File: src/rtl/dmi_req_arbiter.sv
// rtl/dmi_req_arbiter.sv - two-requester DMI arbiter with one outstanding transaction and response timeout
// Requesters share a single downstream DMI port; a stalled target is answered with a synthetic failure.

package dm;
    localparam logic [1:0] DTM_NOP     = 2'd0;
    localparam logic [1:0] DTM_READ    = 2'd1;
    localparam logic [1:0] DTM_WRITE   = 2'd2;
    localparam logic [1:0] DTM_SUCCESS = 2'd0;
    localparam logic [1:0] DTM_ERR     = 2'd2;

    typedef struct packed {
        logic [6:0]  addr;
        logic [1:0]  op;
        logic [31:0] data;
    } dmi_req_t;

    typedef struct packed {
        logic [31:0] data;
        logic [1:0]  resp;
    } dmi_resp_t;
endpackage

module dmi_req_arbiter #(
    parameter int unsigned TimeoutCycles = 255
) (
    input  logic          tck_i,
    input  logic          trst_ni,
    input  dm::dmi_req_t  req0_i,
    input  logic          req0_valid_i,
    output logic          req0_ready_o,
    input  dm::dmi_req_t  req1_i,
    input  logic          req1_valid_i,
    output logic          req1_ready_o,
    output dm::dmi_resp_t resp0_o,
    output logic          resp0_valid_o,
    input  logic          resp0_ready_i,
    output dm::dmi_resp_t resp1_o,
    output logic          resp1_valid_o,
    input  logic          resp1_ready_i,
    output dm::dmi_req_t  dmi_req_o,
    output logic          dmi_req_valid_o,
    input  logic          dmi_req_ready_i,
    input  dm::dmi_resp_t dmi_resp_i,
    input  logic          dmi_resp_valid_i,
    output logic          dmi_resp_ready_o,
    output logic          busy_o
);

    localparam int unsigned CntW = (TimeoutCycles > 0) ? $clog2(TimeoutCycles + 1) : 1;
    localparam logic [CntW-1:0] CntMax = CntW'(TimeoutCycles);

    typedef enum logic [1:0] {IDLE, REQ, WAIT, RESP} state_e;

    state_e        state_q;
    logic          owner_q;
    logic          last_grant_q;
    logic          drop_q;
    logic [CntW-1:0] cnt_q;
    logic [CntW-1:0] cnt_inc;
    dm::dmi_req_t  req_q;
    dm::dmi_resp_t resp_q;

    logic grant0;
    logic grant1;
    logic owner_ready;
    logic timeout_hit;

    // On a tie the requester that was not served last wins.
    assign grant0 = req0_valid_i & (~req1_valid_i | last_grant_q);
    assign grant1 = req1_valid_i & (~req0_valid_i | ~last_grant_q);

    assign req0_ready_o     = (state_q == IDLE) & grant0;
    assign req1_ready_o     = (state_q == IDLE) & grant1;
    assign dmi_req_valid_o  = (state_q == REQ);
    assign dmi_req_o        = req_q;
    assign dmi_resp_ready_o = (state_q == WAIT) | drop_q;
    assign resp0_valid_o    = (state_q == RESP) & ~owner_q;
    assign resp1_valid_o    = (state_q == RESP) & owner_q;
    assign resp0_o          = resp_q;
    assign resp1_o          = resp_q;
    assign busy_o           = (state_q != IDLE);

    assign owner_ready = owner_q ? resp1_ready_i : resp0_ready_i;
    assign cnt_inc     = cnt_q + CntW'(1);
    assign timeout_hit = (TimeoutCycles != 0) && (cnt_inc == CntMax);

    always_ff @(posedge tck_i or negedge trst_ni) begin
        if (!trst_ni) begin
            state_q      <= IDLE;
            owner_q      <= 1'b0;
            last_grant_q <= 1'b1;
            drop_q       <= 1'b0;
            cnt_q        <= '0;
            req_q        <= '0;
            resp_q       <= '0;
        end else begin
            // A late answer to a timed-out transaction is swallowed wherever it lands.
            if ((state_q != WAIT) && drop_q && dmi_resp_valid_i) begin
                drop_q <= 1'b0;
            end
            case (state_q)
                IDLE: begin
                    if (grant0) begin
                        req_q   <= req0_i;
                        owner_q <= 1'b0;
                        state_q <= REQ;
                    end else if (grant1) begin
                        req_q   <= req1_i;
                        owner_q <= 1'b1;
                        state_q <= REQ;
                    end
                end
                REQ: begin
                    if (dmi_req_ready_i) begin
                        cnt_q   <= '0;
                        state_q <= WAIT;
                    end
                end
                WAIT: begin
                    if (dmi_resp_valid_i && !drop_q) begin
                        resp_q  <= dmi_resp_i;
                        state_q <= RESP;
                    end else begin
                        if (dmi_resp_valid_i) begin
                            drop_q <= 1'b0;
                        end
                        if (cnt_q != CntMax) begin
                            cnt_q <= cnt_inc;
                        end
                        if (timeout_hit) begin
                            resp_q.data <= '0;
                            resp_q.resp <= dm::DTM_ERR;
                            drop_q      <= 1'b1;
                            state_q     <= RESP;
                        end
                    end
                end
                RESP: begin
                    if (owner_ready) begin
                        last_grant_q <= owner_q;
                        state_q      <= IDLE;
                    end
                end
                default: state_q <= IDLE;
            endcase
        end
    end

endmodule

File: config.mk
export PLATFORM = sky130hd
export DESIGN_NAME = dmi_req_arbiter
export DESIGN_NICKNAME = d
export VERILOG_FILES = /design/src/rtl/dmi_req_arbiter.sv
export SDC_FILE = /design/constraint.sdc
export NUM_CORES = 1
export LEC_CHECK = 0
export ABC_AREA = 1
export BUFFER_PORTS_ARGS = -buffer_cell sky130_fd_sc_hd__buf_2
export CORE_MARGIN = 5
export CORE_UTILIZATION = 25
export CTS_CLUSTER_SIZE = 10
export DETAILED_ROUTE_END_ITERATION = 8
export MAX_ROUTING_LAYER = met4
export SETUP_SLACK_MARGIN = 0.1
export SYNTH_ARGS = -nofsm -noshare
export SYNTH_HDL_FRONTEND = slang
export SYNTH_SLANG_ARGS = --single-unit
File: constraint.sdc
create_clock -name tck_i -period 4.65 [get_ports tck_i]
set_clock_uncertainty 0.15 [all_clocks]
set_input_delay 0.2325 -clock tck_i [delete_from_list [all_inputs] [get_ports tck_i]]
set_output_delay 0.2325 -clock tck_i [all_outputs]
set_load 0.01 [all_outputs]
==> results summary <==
The total detailed-routing wirelength came out at 12840 um. The overall die width is 142.7 um. The critical path in this run is classified as reg -> reg. The source of the worst hold timing path is req0_i[39].

The final worst-path cycle share is 51.49%. The root buffer cell is clkbuf_16. The total number of nets in the final design is 846. The worst hold path terminates at dmi_req_o[39]. After routing, the total negative slack on setup checks comes to 0 ns. The remaining design rule violation count came out at 0. The detail-routed via count per cell came out at 4.260. The first-iteration detailed-routing DRC count is 174.

The buffer levels on the longest clock path is 2. The beginning of the critical path is state_q[0]. The slowest cell on the critical path is dfrtp_1. Grouping stages by cell kind, the critical path spends the most delay in buffers and inverters. The via count of the first global-routing pass is 3938. The buffer count from post-CTS setup fixing came out at 0.

The global routing usage summed across all routing layers is 12.83%. The area of the die is 20370 um2. Detailed placement finished with a half-perimeter wire length of 9724 um. The count of final setup violators came out at 0. The library cells used most frequently in the layout, excluding fill and tap cells, are buf_2 (238), nand2_1 (104), dfrtp_1 (87).

The stage delay of the slowest cell on the critical path is 0.42 ns. The count of maximum capacitance violations is 0. The ratio of total power to cell area is 612.7 nW/um2. The number of inserted filler cells in the final layout came out at 1790. The growth of design area from synthesis to finish is 42.26%.

The largest net degree at the start of global routing came out at 83. The max-slew violation count is 0. The fraction of the yosys area taken by sequential cells is 50.04%. The number of unique standard cell types used by synthesis is 28.

The relative slew slack is 49.87%. The worst register-to-register path begins at state_q[0]. Once the clock tree was built, the resizer swapped 0 gates to a different size. The number of antenna violations at the first check in global routing came to 1. The post-CTS clock slew at the launch and capture registers of the worst setup and hold paths came out at 0.07 ns. The pre-CTS worst setup slack is 2.254 ns.

The synthesized instance count came out at 481. The number of register bits inferred by synthesis came out at 88. Dividing the synthesized area by the synthesized cell count gives 9.154 um2. After global routing the overflow that remains totals 0. The worst vdd rail ir drop came out at 256.6 uV. The critical path goes through inv_1 -> ha_1 -> inv_1 -> nor2_4 -> buf_4 -> clkinv_1 -> buf_4 -> nand3_1 -> nand2_1. Setup repair after global routing left no endpoint under its margin.

The least setup slack across all paths after layout came out at 2.256 ns. The endpoint required time on the critical path came out at 4.72 ns. The total vias in the final route is 4026. The area of the core region came out at 17300 um2. The leakage power is 0.003360 uW.

Together, buffers and inverters on the worst path number 5. The worst register-to-register path ends at resp0_o[1]. The H-tree was split into 3 levels. The worst-skew pair later-pin latency came out at 0.34 ns. The final period demand of the worst path is 2.394 ns. The run finished with clean final reports.

The total CTS buffers came out at 9. The wire length per cell after detailed routing is 13.59 um. The floorplan step set the die height to 142.7 um. The antenna diode count came out at 0. STA classifies the critical path endpoint as a flop. The most common cell after layout, fill and taps aside is buf_2. The count of buffers from port buffering came out at 239. The data arrival time of the worst path came out at 2.47 ns. The number of sinks handled by clock tree synthesis came out at 88. The worst hold path belongs to the class in -> reg.

TritonCTS built the clock tree. STA classifies the critical path startpoint as a flop. The Yosys step of the flow raised 0 warnings.

The fraction of layout instances using a drive strength above 1 came out at 38.89%. In this run the cell area of the synthesized design comes to 4403 um2. Counting every net in the synthesized netlist gives 611. The slew of the pin with the lowest slew margin came out at 0.7520 ns.

The congestion estimate from routability-driven global placement came to 0.8034. After clock tree synthesis, the flow added hold-fix buffers numbering 37. In this run the worst path has a maximum fanout of 35.

The initialized floorplan defines 48 standard-cell rows. The first global-routing pass estimated 20290 um of wire. In this run the count of I/O pins placed on the die edge is 240. The final hold violation count came out at 0. The worst reg-to-reg path cell count came out at 9. The count of antenna-violating nets left after detailed routing came out at 0. The maximum operating frequency is 417.7 MHz. The flop-to-flop setup slack is 2.26 ns.

The starting density of the core is 25.46%. The first detailed-routing pass ran for 7 iterations. The number of cells traversed by the worst hold path is 3.
-- cell type report --
| cell class | instances | area (um2) | share of cell area, % |
|---|---|---|---|
| Inverter | 24 | 90.09 | 1.438 |
| Timing Repair Buffer | 281 | 1607 | 25.65 |
| Sequential cell | 88 | 2203 | 35.18 |
| Clock inverter | 6 | 115.1 | 1.838 |
| Multi-Input combinational cell | 312 | 1742 | 27.81 |
| Clock buffer | 9 | 225.2 | 3.596 |
| Tap cell | 225 | 281.5 | 4.495 |
-- metrics by stage --
step | hold slack, ns | std cells | utilization, % | total power, uW | instance area [um2]
2_1_floorplan | -0.2131 | 481 | - | 2453 | 4403
3_3_place_gp | 0.1000 | 893 | 32.10 | 2988 | 5553
3_5_place_dp | 0.09324 | 893 | 32.10 | 3012 | 5553
4_1_cts | 0.0004555 | 945 | 36.21 | 3903 | 6264
5_1_grt | 0.01965 | 945 | 36.21 | 4147 | 6264
6_report | 0.01842 | 945 | 36.21 | 3838 | 6264
-- synth_stat cells, drive strengths merged --
cell type  number  area share, %
o31ai           1           0.17
a31oi           1           0.14
dfrtp          87             49
nand4           2           0.28
a21oi          42            4.8
clkbuf          8           0.71
buf            49            8.1
nand3          47            6.9
o22ai           4           0.57
ha              6            1.7
dfstp           1           0.60
nand2         104            8.9
inv            23            2.0
clkinv          1          0.085
o21ai          13            1.6
mux2i          41            9.3
nor2           50            4.7
or2             1           0.14
-- worst max path at each step --
stage	to	slack, ns	depth (start not counted)
after floorplan	resp0_o[10]	2.83	9
after global placement	resp0_o[24]	2.33	9
after detailed placement	resp0_o[10]	2.25	9
after CTS	resp0_o[10]	2.25	9
after global routing	resp0_o[17]	2.01	9
final	resp0_o[1]	2.26	9
-- registers in the layout, summed over array words and instances, names as in the netlist --
name	flops
owner_q	1
last_grant_q	1
dmi_req_o	41
drop_q	1
state_q	2
resp0_o	34
cnt_q	8
-- power breakdown --
| group | internal, uW | total, uW | switching, uW |
|---|---|---|---|
| combinational | 675 | 1650 | 971 |
| clock | 526 | 838 | 312 |
| sequential | 1110 | 1350 | 242 |
-- worst register-to-register path: stages, from the launching register on --
cell and delay [ns]:
dfrtp_1 0.42, inv_1 0.09, ha_1 0.33, inv_1 0.18, nor2_4 0.12, buf_4 0.34
clkinv_1 0.16, buf_4 0.29, nand3_1 0.15, nand2_1 0.07
-- routing by layer --
metal / GRT usage (%) / part of all wire [%]
met3: 2.746 / 9.0
met5: - / 0
met4: 4.152 / 1.4
met1: 16.57 / 45
met2: 20.13 / 44
-- cell families (layout without fill, tap and decap cells) --
family | Yosys count | count (layout) | share of synthesized area, %
and+or+nand+nor | 204 | 204 | 20.89
DFF | 88 | 88 | 50.04
buffers and inverters | 81 | 320 | 10.83
AOI/OAI and AO/OA | 61 | 61 | 7.218
muxes | 41 | 41 | 9.321
adders and majority gates | 6 | 6 | 1.705
No activity file was read; power rests on OpenSTA's default activity.
